File: src/rtl/product_bcd_pkg.sv
// Shared definitions for the 8-bit binary to three-digit BCD converter.
// The widths, the iteration count and the FSM state encodings all live here.
package product_bcd_pkg;

  localparam int PRODUCT_W  = 8;
  localparam int DIGIT_W    = 4;
  localparam int ITER_COUNT = 8;
  localparam int SCRATCH_W  = 3 * DIGIT_W;

  typedef enum logic [1:0] {
    IDLE    = 2'd0,
    CONVERT = 2'd1,
    PRESENT = 2'd2
  } state_t;

endpackage

File: src/rtl/product_bcd_add3.sv
// Double-dabble digit correction: adds 3 to a BCD digit of 5 or more,
// so that the following left shift carries correctly into the next digit.
module bcd_add3
  import product_bcd_pkg::*;
(
  input  logic [DIGIT_W-1:0] digit,
  output logic [DIGIT_W-1:0] adjusted
);

  assign adjusted = (digit >= 4'd5) ? digit + 4'd3 : digit;

endmodule

File: src/rtl/product_bcd.sv
// Converts the multiplier product to hundreds/tens/units BCD digits by
// shift-add-3, one bit per cycle, started by a rising edge of i_DONE.
module product_bcd
  import product_bcd_pkg::*;
(
  input  logic                 i_CLK,
  input  logic                 i_RESET,
  input  logic [PRODUCT_W-1:0] i_Y,
  input  logic                 i_DONE,
  output logic [DIGIT_W-1:0]   o_BCD_H,
  output logic [DIGIT_W-1:0]   o_BCD_T,
  output logic [DIGIT_W-1:0]   o_BCD_U,
  output logic                 o_VALID,
  output logic                 o_BUSY
);

  localparam logic [3:0] LAST_ITER = 4'(ITER_COUNT - 1);

  state_t                        state;
  state_t                        state_next;
  logic [3:0]                    count;
  logic [PRODUCT_W-1:0]          shift_reg;
  logic [SCRATCH_W-1:0]          scratch;
  logic [SCRATCH_W-1:0]          adjusted;
  logic [SCRATCH_W+PRODUCT_W-1:0] shifted;
  logic                          done_q;
  logic                          done_rise;
  logic                          last_iter;

  for (genvar d = 0; d < 3; d++) begin : g_add3
    bcd_add3 u_add3 (
      .digit    (scratch[d*DIGIT_W +: DIGIT_W]),
      .adjusted (adjusted[d*DIGIT_W +: DIGIT_W])
    );
  end

  assign shifted   = {adjusted, shift_reg} << 1;
  assign done_rise = i_DONE & ~done_q;
  assign last_iter = (count == LAST_ITER);

  always_comb begin
    state_next = state;
    case (state)
      IDLE:    if (done_rise) state_next = CONVERT;
      CONVERT: if (last_iter) state_next = PRESENT;
      PRESENT: state_next = IDLE;
      default: state_next = IDLE;
    endcase
  end

  // Digits are loaded on the edge entering PRESENT so they appear together with o_VALID.
  always_ff @(posedge i_CLK or negedge i_RESET) begin
    if (!i_RESET) begin
      state     <= IDLE;
      count     <= '0;
      shift_reg <= '0;
      scratch   <= '0;
      done_q    <= 1'b0;
      o_BCD_H   <= '0;
      o_BCD_T   <= '0;
      o_BCD_U   <= '0;
      o_VALID   <= 1'b0;
      o_BUSY    <= 1'b0;
    end else begin
      done_q  <= i_DONE;
      state   <= state_next;
      o_VALID <= (state_next == PRESENT);
      o_BUSY  <= (state_next != IDLE);
      case (state)
        IDLE: begin
          if (done_rise) begin
            shift_reg <= i_Y;
            scratch   <= '0;
            count     <= '0;
          end
        end
        CONVERT: begin
          {scratch, shift_reg} <= shifted;
          count                <= count + 4'd1;
          if (last_iter) begin
            {o_BCD_H, o_BCD_T, o_BCD_U} <= shifted[SCRATCH_W+PRODUCT_W-1:PRODUCT_W];
          end
        end
        default: ;
      endcase
    end
  end

endmodule

File: config.mk
export PLATFORM = sky130hd
export DESIGN_NAME = product_bcd
export DESIGN_NICKNAME = d
export VERILOG_FILES = /design/src/rtl/product_bcd_pkg.sv /design/src/rtl/product_bcd_add3.sv /design/src/rtl/product_bcd.sv
export SDC_FILE = /design/constraint.sdc
export NUM_CORES = 1
export LEC_CHECK = 0
export BUFFER_PORTS_ARGS = -buffer_cell sky130_fd_sc_hd__buf_2
export CAP_MARGIN = 10
export CORE_MARGIN = 2
export CORE_UTILIZATION = 45
export CTS_BUF_LIST = sky130_fd_sc_hd__clkbuf_4 sky130_fd_sc_hd__clkbuf_8
export DETAILED_ROUTE_END_ITERATION = 7
export GPL_ROUTABILITY_DRIVEN = 0
export HOLD_SLACK_MARGIN = 0.15
export PLACE_DENSITY = 0.69
export SLEW_MARGIN = 20
export SYNTH_ARGS = -nofsm -noshare
export SYNTH_HDL_FRONTEND = slang
export SYNTH_SLANG_ARGS = --single-unit
export TNS_END_PERCENT = 30
File: constraint.sdc
create_clock -name i_CLK -period 4.35 [get_ports i_CLK]
set_input_delay 0.6525 -clock i_CLK [delete_from_list [all_inputs] [get_ports i_CLK]]
set_output_delay 0.6525 -clock i_CLK [all_outputs]
set_load 0.02 [all_outputs]
==> results.toml, run 1 <==
[cells_and_area]
fin_nets = 212
area_growth_pct = 11.8
fin_area_um2 = 2120
instances_no_fill = 245
layout-drive-gt1-share_pct = 23.6
fillers = 377
diodes = 0
seq_area_um2 = 1030
multiInputGateArea_um2 = 790
largest_reg_flops = 12

[clocking]
post_cts_buffers = 0
cts_made_buffers = 5
ctsHoldBuffers = 0
clockRootBuffer = "clkbuf_8"
cts_max_path_buffers = 2
cts_tree = "done"
clkSinkCount = 41
post_cts_resized = 0
insertion_delay_ps = 290
path_clk_slew_ps = 70
h-tree-depth = 2

[worst_setup_path]
crit_buf_inv = 0
path_max_fanout = 19
cp.required_ps = 4530
crit_type = "reg -> reg"
path_cells = "nand2b_1 -> nor3_4 -> mux2_2"
crit_path_start_kind = "register"
max_stage_delay_ps = 720
arrival_ps = 2190
crit_slowest_cell = "nor3_4"
path_delay_family = "simple AND/OR/NAND/NOR gates"
endpoint_kind = "register"

[global_routing]
grt_use_total_pct = 16.4
antenna_found_initial = 0
grt_pass1_vias = 1255
grt_overflow = 0
grt_pass1_wl_um = 5600
grt_start_max_net_pins = 42

[yosys]
postSynthAreaPerCell_um2 = 11.1
synth_warnings = 0
synth_nets = 188
synth-main-ff-cell = "dfrtp_1"
synth_area_leaders = "dfrtp_1, mux2i_1, ha_1"
yosysMostFrequentCell = "dfrtp_1"
synthArstFlopShare_pct = 100
synthDistinctLibCells = 29
yosys_register_bits = 41
syn_area_um2 = 1890
synth_enable_flop_cells = 0
yosysTopAreaCell = "dfrtp_1"
synthTopCellsByCount = "dfrtp_1, nand2_1, o21ai_0, a21oi_1"
synthCells = 170
synth_top_area_share_pct = 54.2
seq_area_frac_synth_pct = 54.2

[sta]
tightest_slew_ps = 983
hold_viol = 0
slew_headroom_pct = 34.2
rsz0062_at_grt = "false"
fmax_ghz = 0.496
fin_crit_sh_pct = 46.4
whs_ps = 477
tns_ps = 0
min_period_ps = 2020
skew_ps = 4.11
maxSlewViolCount = 0
setup_viol = 0

[route]
drtAntennaViolNets = 0
first_pass_iters = 4
avgRoutedWirePerCell_um = 13.8
drt_iter0_drc = 55
drc = 0
routed_wl_um = 3380
dr_total_vias = 1306
routed_via_density = 5.33

[floorplan]
pin_count = 25
rows = 23
die_h_um = 68.8
core_um2 = 4030
start_util_pct = 47.0
die_x_um = 68.8
dieArea_um2 = 4740

[worst_hold_path]
min_path_type = "in -> reg"

[place]
placed_area_um2 = 2020
portBuffers = 24
dpl.cell_count = 237
hpwl_um = 2340

[power]
vdd_drop_max_mv = 0.308
p_per_area_nw_per_um2 = 762
p_leak_uw = 0.000969

[outcome]
outcome = "complete, no violations"

[flow_run]
maxCapViolCount = 0
[worst paths after layout]
path	startpoint	to	slack (ps)	depth (start not counted)
setup / recovery	state[1]$_DFF_PN0_	o_BCD_U[1]$_DFFE_PN0P_	2330	3
hold / removal	i_DONE	done_q$_DFF_PN0_	480	1
setup reg to reg	state[1]$_DFF_PN0_	o_BCD_U[1]$_DFFE_PN0P_	2330	3
hold reg to reg	shift_reg[6]$_DFFE_PN0P_	shift_reg[7]$_DFFE_PN0P_	490	2
max in group asynchronous	i_RESET	shift_reg[6]$_DFFE_PN0P_	3310	1
min in group asynchronous	i_RESET	o_BUSY$_DFF_PN0_	490	1
[layer usage]
metal	up-vias	global-route usage, %	wire length (µm)
li1	639	-	-
met2	28	27.2	1600
met4	0	8.09	64
met5	-	0	0
met1	632	19.5	1560
met3	7	4.71	155
[cell usage in the layout (no fill, tap or decap)]
master     n
dfrtp_1   41
buf_2     24
nand2_1   17
o21ai_0   15
a21oi_1   11
nor2_1     9
mux2i_1    9
inv_1      7
mux2_2     7
ha_1       7
a22o_1     6
nor3_1     5
nor3b_1    5
clkbuf_8   5
nand2b_1   4
xnor2_1    3
a21oi_2    3
nand3_1    3
clkbuf_4   3
xor2_1     2
o22ai_1    2
nor2b_2    1
o21bai_1   1
nor3b_2    1
nor3_4     1
and2b_2    1
o31ai_1    1
nand4_1    1
[logic make-up (layout without fill, tap and decap cells)]
logic type | count (synthesis) | in the layout | share of synthesized area (%)
and+or+nand+nor | 48 | 48 | 13.4
DFF | 41 | 41 | 54.2
xor gates and xnor gates | 5 | 5 | 2.32
buffers and inverters | 14 | 39 | 4.03
adders and majority gates | 7 | 7 | 4.63
AOI/OAI and AO/OA | 39 | 39 | 12.5
muxes | 16 | 16 | 8.93
[final cells by class]
cell class / instances / share of cell area (%)
sequential: 41 / 48.5
multi-input combinational: 115 / 37.3
timing repair buffer: 24 / 5.68
clock buffer: 8 / 4.32
tap: 50 / 2.96
inverter: 7 / 1.24
[power breakdown]
part           internal (µW)  switching, µW  total (µW)
Sequential               538            117         655
Combinational            287            414         701
Clock                    133            123         255
[per-stage QoR]
stage                     util [%]  power [µW]  setup WS [ps]
after detailed placement      50.2        1370           2130
after CTS                     52.5        1630           2290
after global placement        50.2        1330           2180
after floorplan                  -        1190           2690
final                         52.5        1610           2330
after global routing          52.5        1740           2160
(Power assumes the default switching activity.)
==> inputs of run 2 (changes only) <==
- ABC_AREA: not set -> 1
- PLACE_DENSITY: 0.69 -> 0.68
- clock period: 4.35 -> 1.92 ns (I/O delays scaled with it)
==> results.toml, run 2 <==
[outcome]
outcome = "complete, no violations"

[yosys]
yosysTopAreaCell = "dfrtp_1"
synth_area_leaders = "dfrtp_1, nand2_1, nand3_1"
seq_area_frac_synth_pct = 51.2
synth-adder-area-share_pct = 4.37
synth-main-ff-cell = "dfrtp_1"
yosysMostFrequentCell = "nand2_1"
synth_top_family_by_area = "simple AND/OR/NAND/NOR gates"
synthTopCellsByCount = "nand2_1, dfrtp_1, nand3_1, inv_1, o21ai_0"
synthDistinctLibCells = 20
synth_top_area_share_pct = 51.2
synthMuxAreaShare_pct = 0
postSynthAreaPerCell_um2 = 8.32
synth_nets = 259
synthArstFlopShare_pct = 100
synth_enable_flop_cells = 0
yosys_register_bits = 41
synth-compound-area-share_pct = 7.42
synthCells = 241
synthSimpleGateAreaFrac_pct = 27.6
synth_warnings = 0
syn_area_um2 = 2010
synth_xor_area_share_pct = 0.437

[worst_setup_path]
endpoint_kind = "register"
arrival_ps = 1680
rrSetupSlack_ps = 420
crit_path_start_kind = "register"
path_max_fanout = 13
path_cells = "ha_1 -> nand3_2 -> nor2_4 -> inv_2 -> nand2_1 -> o21ai_0"
crit_type = "reg -> reg"
cp.required_ps = 2100
crit_slowest_cell = "dfrtp_1"
max_stage_delay_ps = 410

[sta]
fin_crit_sh_pct = 78.1
skew_ps = 11.2
fmax_ghz = 0.667
tightest_slew_ps = 455
min_period_ps = 1500
hold_viol = 0
setup_viol = 0
slew_headroom_pct = 69.6
tns_ps = 0
maxSlewViolCount = 0
rsz0062_at_grt = "false"

[global_routing]
grt_pass1_wl_um = 6800
antenna_found_initial = 0
grt_overflow = 0
grt_pass1_vias = 1530
grt_start_max_net_pins = 22
grt_use_total_pct = 17.0

[cells_and_area]
diodes = 0
area_growth_pct = 12.8
layout-drive-gt1-share_pct = 15.5
largest_reg_flops = 12
multiInputGateArea_um2 = 798
seq_area_um2 = 1030
fillers = 453
mostFrequentLayoutCells = "nand2_1, dfrtp_1, nand3_1"
fin_nets = 288
final_common_cell = "nand2_1"

[floorplan]
rows = 24
die_h_um = 70.8
die_x_um = 70.8
pin_count = 25
dieArea_um2 = 5010
start_util_pct = 46.4
core_um2 = 4320

[place]
hpwl_um = 2720
portBuffers = 24

[clocking]
insertion_delay_ps = 290
post_cts_resized = 0
clockRootBuffer = "clkbuf_8"
cts_made_buffers = 5
clkSinkCount = 41
path_clk_slew_ps = 80
post_cts_buffers = 0
h-tree-depth = 2
cts_tree = "done"
cts_max_path_buffers = 2

[power]
vdd_drop_max_mv = 0.665
p_leak_uw = 0.00121
p_per_area_nw_per_um2 = 1720
fin_total_pwr_uw = 3900

[route]
drc = 0
first_pass_iters = 4
drtAntennaViolNets = 0
drt_iter0_drc = 108
routed_via_density = 4.97
avgRoutedWirePerCell_um = 11.6
dr_total_vias = 1606
routed_wl_um = 3760

[flow_run]
maxCapViolCount = 0

[worst_hold_path]
min_path_type = "in -> reg"
run 2: cell types whose count changed after synthesis, sizes merged, moves of 5 or more:
cell,change
nor3,-6
nand2,+62
nor3b,-6
inv,+22
o21ai,+8
a21oi,-13
nor2,-5
nand4,+6
mux2,-7
a22o,-6
nand3,+33
mux2i,-9
run 2: final timing paths:
kind | from | endpoint | cells after the start
worst min-delay path | i_Y[0] | shift_reg[0]$_DFFE_PN0P_ | 3
worst max register to register | count[0]$_DFFE_PN0P_ | o_BCD_U[0]$_DFFE_PN0P_ | 6
max in group asynchronous | i_RESET | count[3]$_DFFE_PN0P_ | 3
worst min register to register | o_BCD_T[2]$_DFFE_PN0P_ | o_BCD_T[2]$_DFFE_PN0P_ | 2
min in group asynchronous | i_RESET | scratch[6]$_DFFE_PN0P_ | 2
worst max-delay path | count[0]$_DFFE_PN0P_ | o_BCD_U[0]$_DFFE_PN0P_ | 6
run 2: metrics by stage:
stage / setup WS, ps / instance area [µm²] / hold WS (ps) / util [%] / instances
floorplan: 699 / 2010 / -7.59 / - / 241
global route: 245 / 2260 / 270 / 52.3 / 323
finish: 421 / 2260 / 243 / 52.3 / 323
global placement: 483 / 2160 / 222 / 49.9 / 313
CTS: 405 / 2260 / 234 / 52.3 / 323
detailed placement: 400 / 2160 / 223 / 49.9 / 313
run 2: kinds of logic (layout without fill, tap and decap cells):
family / Yosys count / count (layout)
compound gates: 28 / 28
fa+ha+maj: 7 / 7
buf+inv: 38 / 68
simple gates: 126 / 126
xor+xnor: 1 / 1
flops: 41 / 41
run 2: metal layers:
| layer | global-route usage (%) | share of wire (%) | vias to the layer above |
|---|---|---|---|
| li1 | - | - | 832 |
| met1 | 22.6 | 47 | 736 |
| met2 | 27.6 | 47 | 34 |
| met3 | 4.27 | 4.1 | 4 |
| met4 | 5.03 | 1.1 | 0 |
| met5 | 0 | 0 | - |
run 2: timing repair:
action | 4_1_cts | 5_1_grt
endpoints found under the setup margin | 0 | 0
hold endpoints to repair | 15 | 0
hold buffers | 2 | 0
run 2: power breakdown:
part / switching (µW) / internal [µW] / total [µW] / leakage, µW
registers: 241 / 1250 / 1490 / 0.000511
clock network: 286 / 266 / 552 / 0.0000484
logic: 1210 / 646 / 1860 / 0.000652
run 2: cell type report:
class	instances	share of cell area (%)
clock buffers	6	3.37
clock inverters	2	0.442
inverters	29	4.81
multi-input cells	162	35.3
flip-flops and latches	41	45.4
well taps	52	2.88
repair buffers	31	7.85
run 2: worst max-delay path, delay by kind of cell, from the launching register on:
kind            cells  cell delay [ps]
compound gates      1               80
fa+ha+maj           1              230
buf+inv             1              180
flops               1              410
simple gates        3              490
==> inputs of run 3 (changes only) <==
- clock period: 1.92 -> 1.44 ns (I/O delays scaled with it)
==> results.toml, run 3 (synthesized netlist as in run 2, its figures left out) <==
[clocking]
cts_tree = "done"
path_clk_slew_ps = 80
cts_made_buffers = 5
clkSinkCount = 41
insertion_delay_ps = 290
h-tree-depth = 2
post_cts_buffers = 0
cts_max_path_buffers = 2
clockRootBuffer = "clkbuf_8"

[floorplan]
die_x_um = 70.8
die_h_um = 70.8
rows = 24
dieArea_um2 = 5010
core_um2 = 4320
start_util_pct = 46.4
pin_count = 25

[cells_and_area]
largest_reg_flops = 12
layout-drive-gt1-share_pct = 16.5
diodes = 0
seq_area_um2 = 1030
mostFrequentLayoutCells = "nand2_1, dfrtp_1, nand3_1"
fin_nets = 289
multiInputGateArea_um2 = 807
area_growth_pct = 16.5
instances_no_fill = 324
fillers = 412
final_common_cell = "nand2_1"

[place]
dpl.cell_count = 314
portBuffers = 24
hpwl_um = 2590

[power]
p_per_area_nw_per_um2 = 2380
fin_total_pwr_uw = 5560
p_leak_uw = 0.00124
vdd_drop_max_mv = 1.05

[global_routing]
grt_pass1_vias = 1486
grt_start_max_net_pins = 42
grt_overflow = 0
grt_use_total_pct = 16.2
antenna_found_initial = 0
grt_pass1_wl_um = 6530

[worst_setup_path]
arrival_ps = 1580
crit_slowest_cell = "dfrtp_1"
path_max_fanout = 8
rrSetupSlack_ps = 80
crit_path_start = "count[0]$_DFFE_PN0P_"
cp.required_ps = 1670
r2r-end = "o_BCD_T[0]$_DFFE_PN0P_"
max_stage_delay_ps = 410
path_cells = "ha_1 -> nand3_2 -> nor2_4 -> buf_4 -> nand3_1 -> nand2_1"
path_delay_family = "simple AND/OR/NAND/NOR gates"
crit_type = "reg -> reg"
setup.worst_path.end = "o_BCD_T[0]$_DFFE_PN0P_"
path_depth = 6
reg2reg_depth = 6
r2r-start = "count[0]$_DFFE_PN0P_"
crit_buf_inv = 1
endpoint_kind = "register"
crit_path_start_kind = "register"

[route]
dr_total_vias = 1622
drtAntennaViolNets = 0
routed_wl_um = 3770
routed_via_density = 5.01
avgRoutedWirePerCell_um = 11.6
drt_iter0_drc = 93
drc = 0
first_pass_iters = 4

[sta]
slew_headroom_pct = 72.2
tightest_slew_ps = 416
fin_crit_sh_pct = 94.1
hold_viol = 0
maxSlewViolCount = 0
fmax_ghz = 0.738
min_period_ps = 1360
setup_viol = 0
rsz0062_at_grt = "true"
skew_ps = 8.49

[worst_hold_path]
min_from = "i_Y[0]"
min_path_type = "in -> reg"

[outcome]
outcome = "complete, no violations"

[flow_run]
maxCapViolCount = 0
==> run 3: final cells by class <==
| class | instances | share of cell area (%) |
|---|---|---|
| Clock buffer | 6 | 3.53 |
| Clock inverter | 2 | 1.61 |
| Inverter | 29 | 4.66 |
| Multi-Input combinational cell | 162 | 34.5 |
| Sequential cell | 41 | 43.9 |
| Tap cell | 52 | 2.78 |
| Timing Repair Buffer | 32 | 8.99 |
==> run 3: worst min-delay path by stage <==
stage,to,slack (ps),cells after the start
floorplan,count[0]$_DFFE_PN0P_,-80,0
global placement,scratch[11]$_DFFE_PN0P_,210,2
detailed placement,o_BCD_H[2]$_DFFE_PN0P_,200,2
CTS,shift_reg[0]$_DFFE_PN0P_,160,3
global route,shift_reg[0]$_DFFE_PN0P_,190,3
finish,shift_reg[0]$_DFFE_PN0P_,160,3
==> run 3: metrics by stage <==
stage | setup slack, ps | instance area, µm² | setup TNS [ps] | hold slack, ps | utilization [%]
2_1_floorplan | 219 | 2010 | 0 | -79.6 | -
3_5_place_dp | 97.3 | 2190 | 0 | 204 | 50.6
4_1_cts | 88.1 | 2330 | 0 | 163 | 53.8
5_1_grt | -4.29 | 2340 | -4.29 | 188 | 54.1
3_3_place_gp | 104 | 2190 | 0 | 205 | 50.6
6_report | 84.5 | 2340 | 0 | 163 | 54.1
==> run 3: power breakdown <==
group / internal (µW) / switching (µW)
clock: 564 / 409
combinational: 950 / 1660
sequential: 1660 / 319
==> run 3: repair_timing <==
| item | in CTS | in global routing |
|---|---|---|
| resized for setup | 0 | 4 |
| endpoints found under the setup margin | 0 | 8 |
| hold buffers | 2 | 0 |
| endpoints found under the hold margin | 42 | 0 |
==> run 3: worst register-to-register path, stage by stage, from the launching register on <==
cell and delay (ps):
dfrtp_1 410, ha_1 220, nand3_2 120, nor2_4 180, buf_4 210, nand3_1 100
nand2_1 60
==> run 3: routing by layer <==
| metal | GRT usage (%) | wire [µm] | vias to the layer above |
|---|---|---|---|
| met5 | 0 | 0 | - |
| met4 | 3.56 | 17 | 0 |
| met3 | 4.70 | 146 | 4 |
| met2 | 26.1 | 1720 | 29 |
| met1 | 22.0 | 1880 | 746 |
| li1 | - | - | 843 |
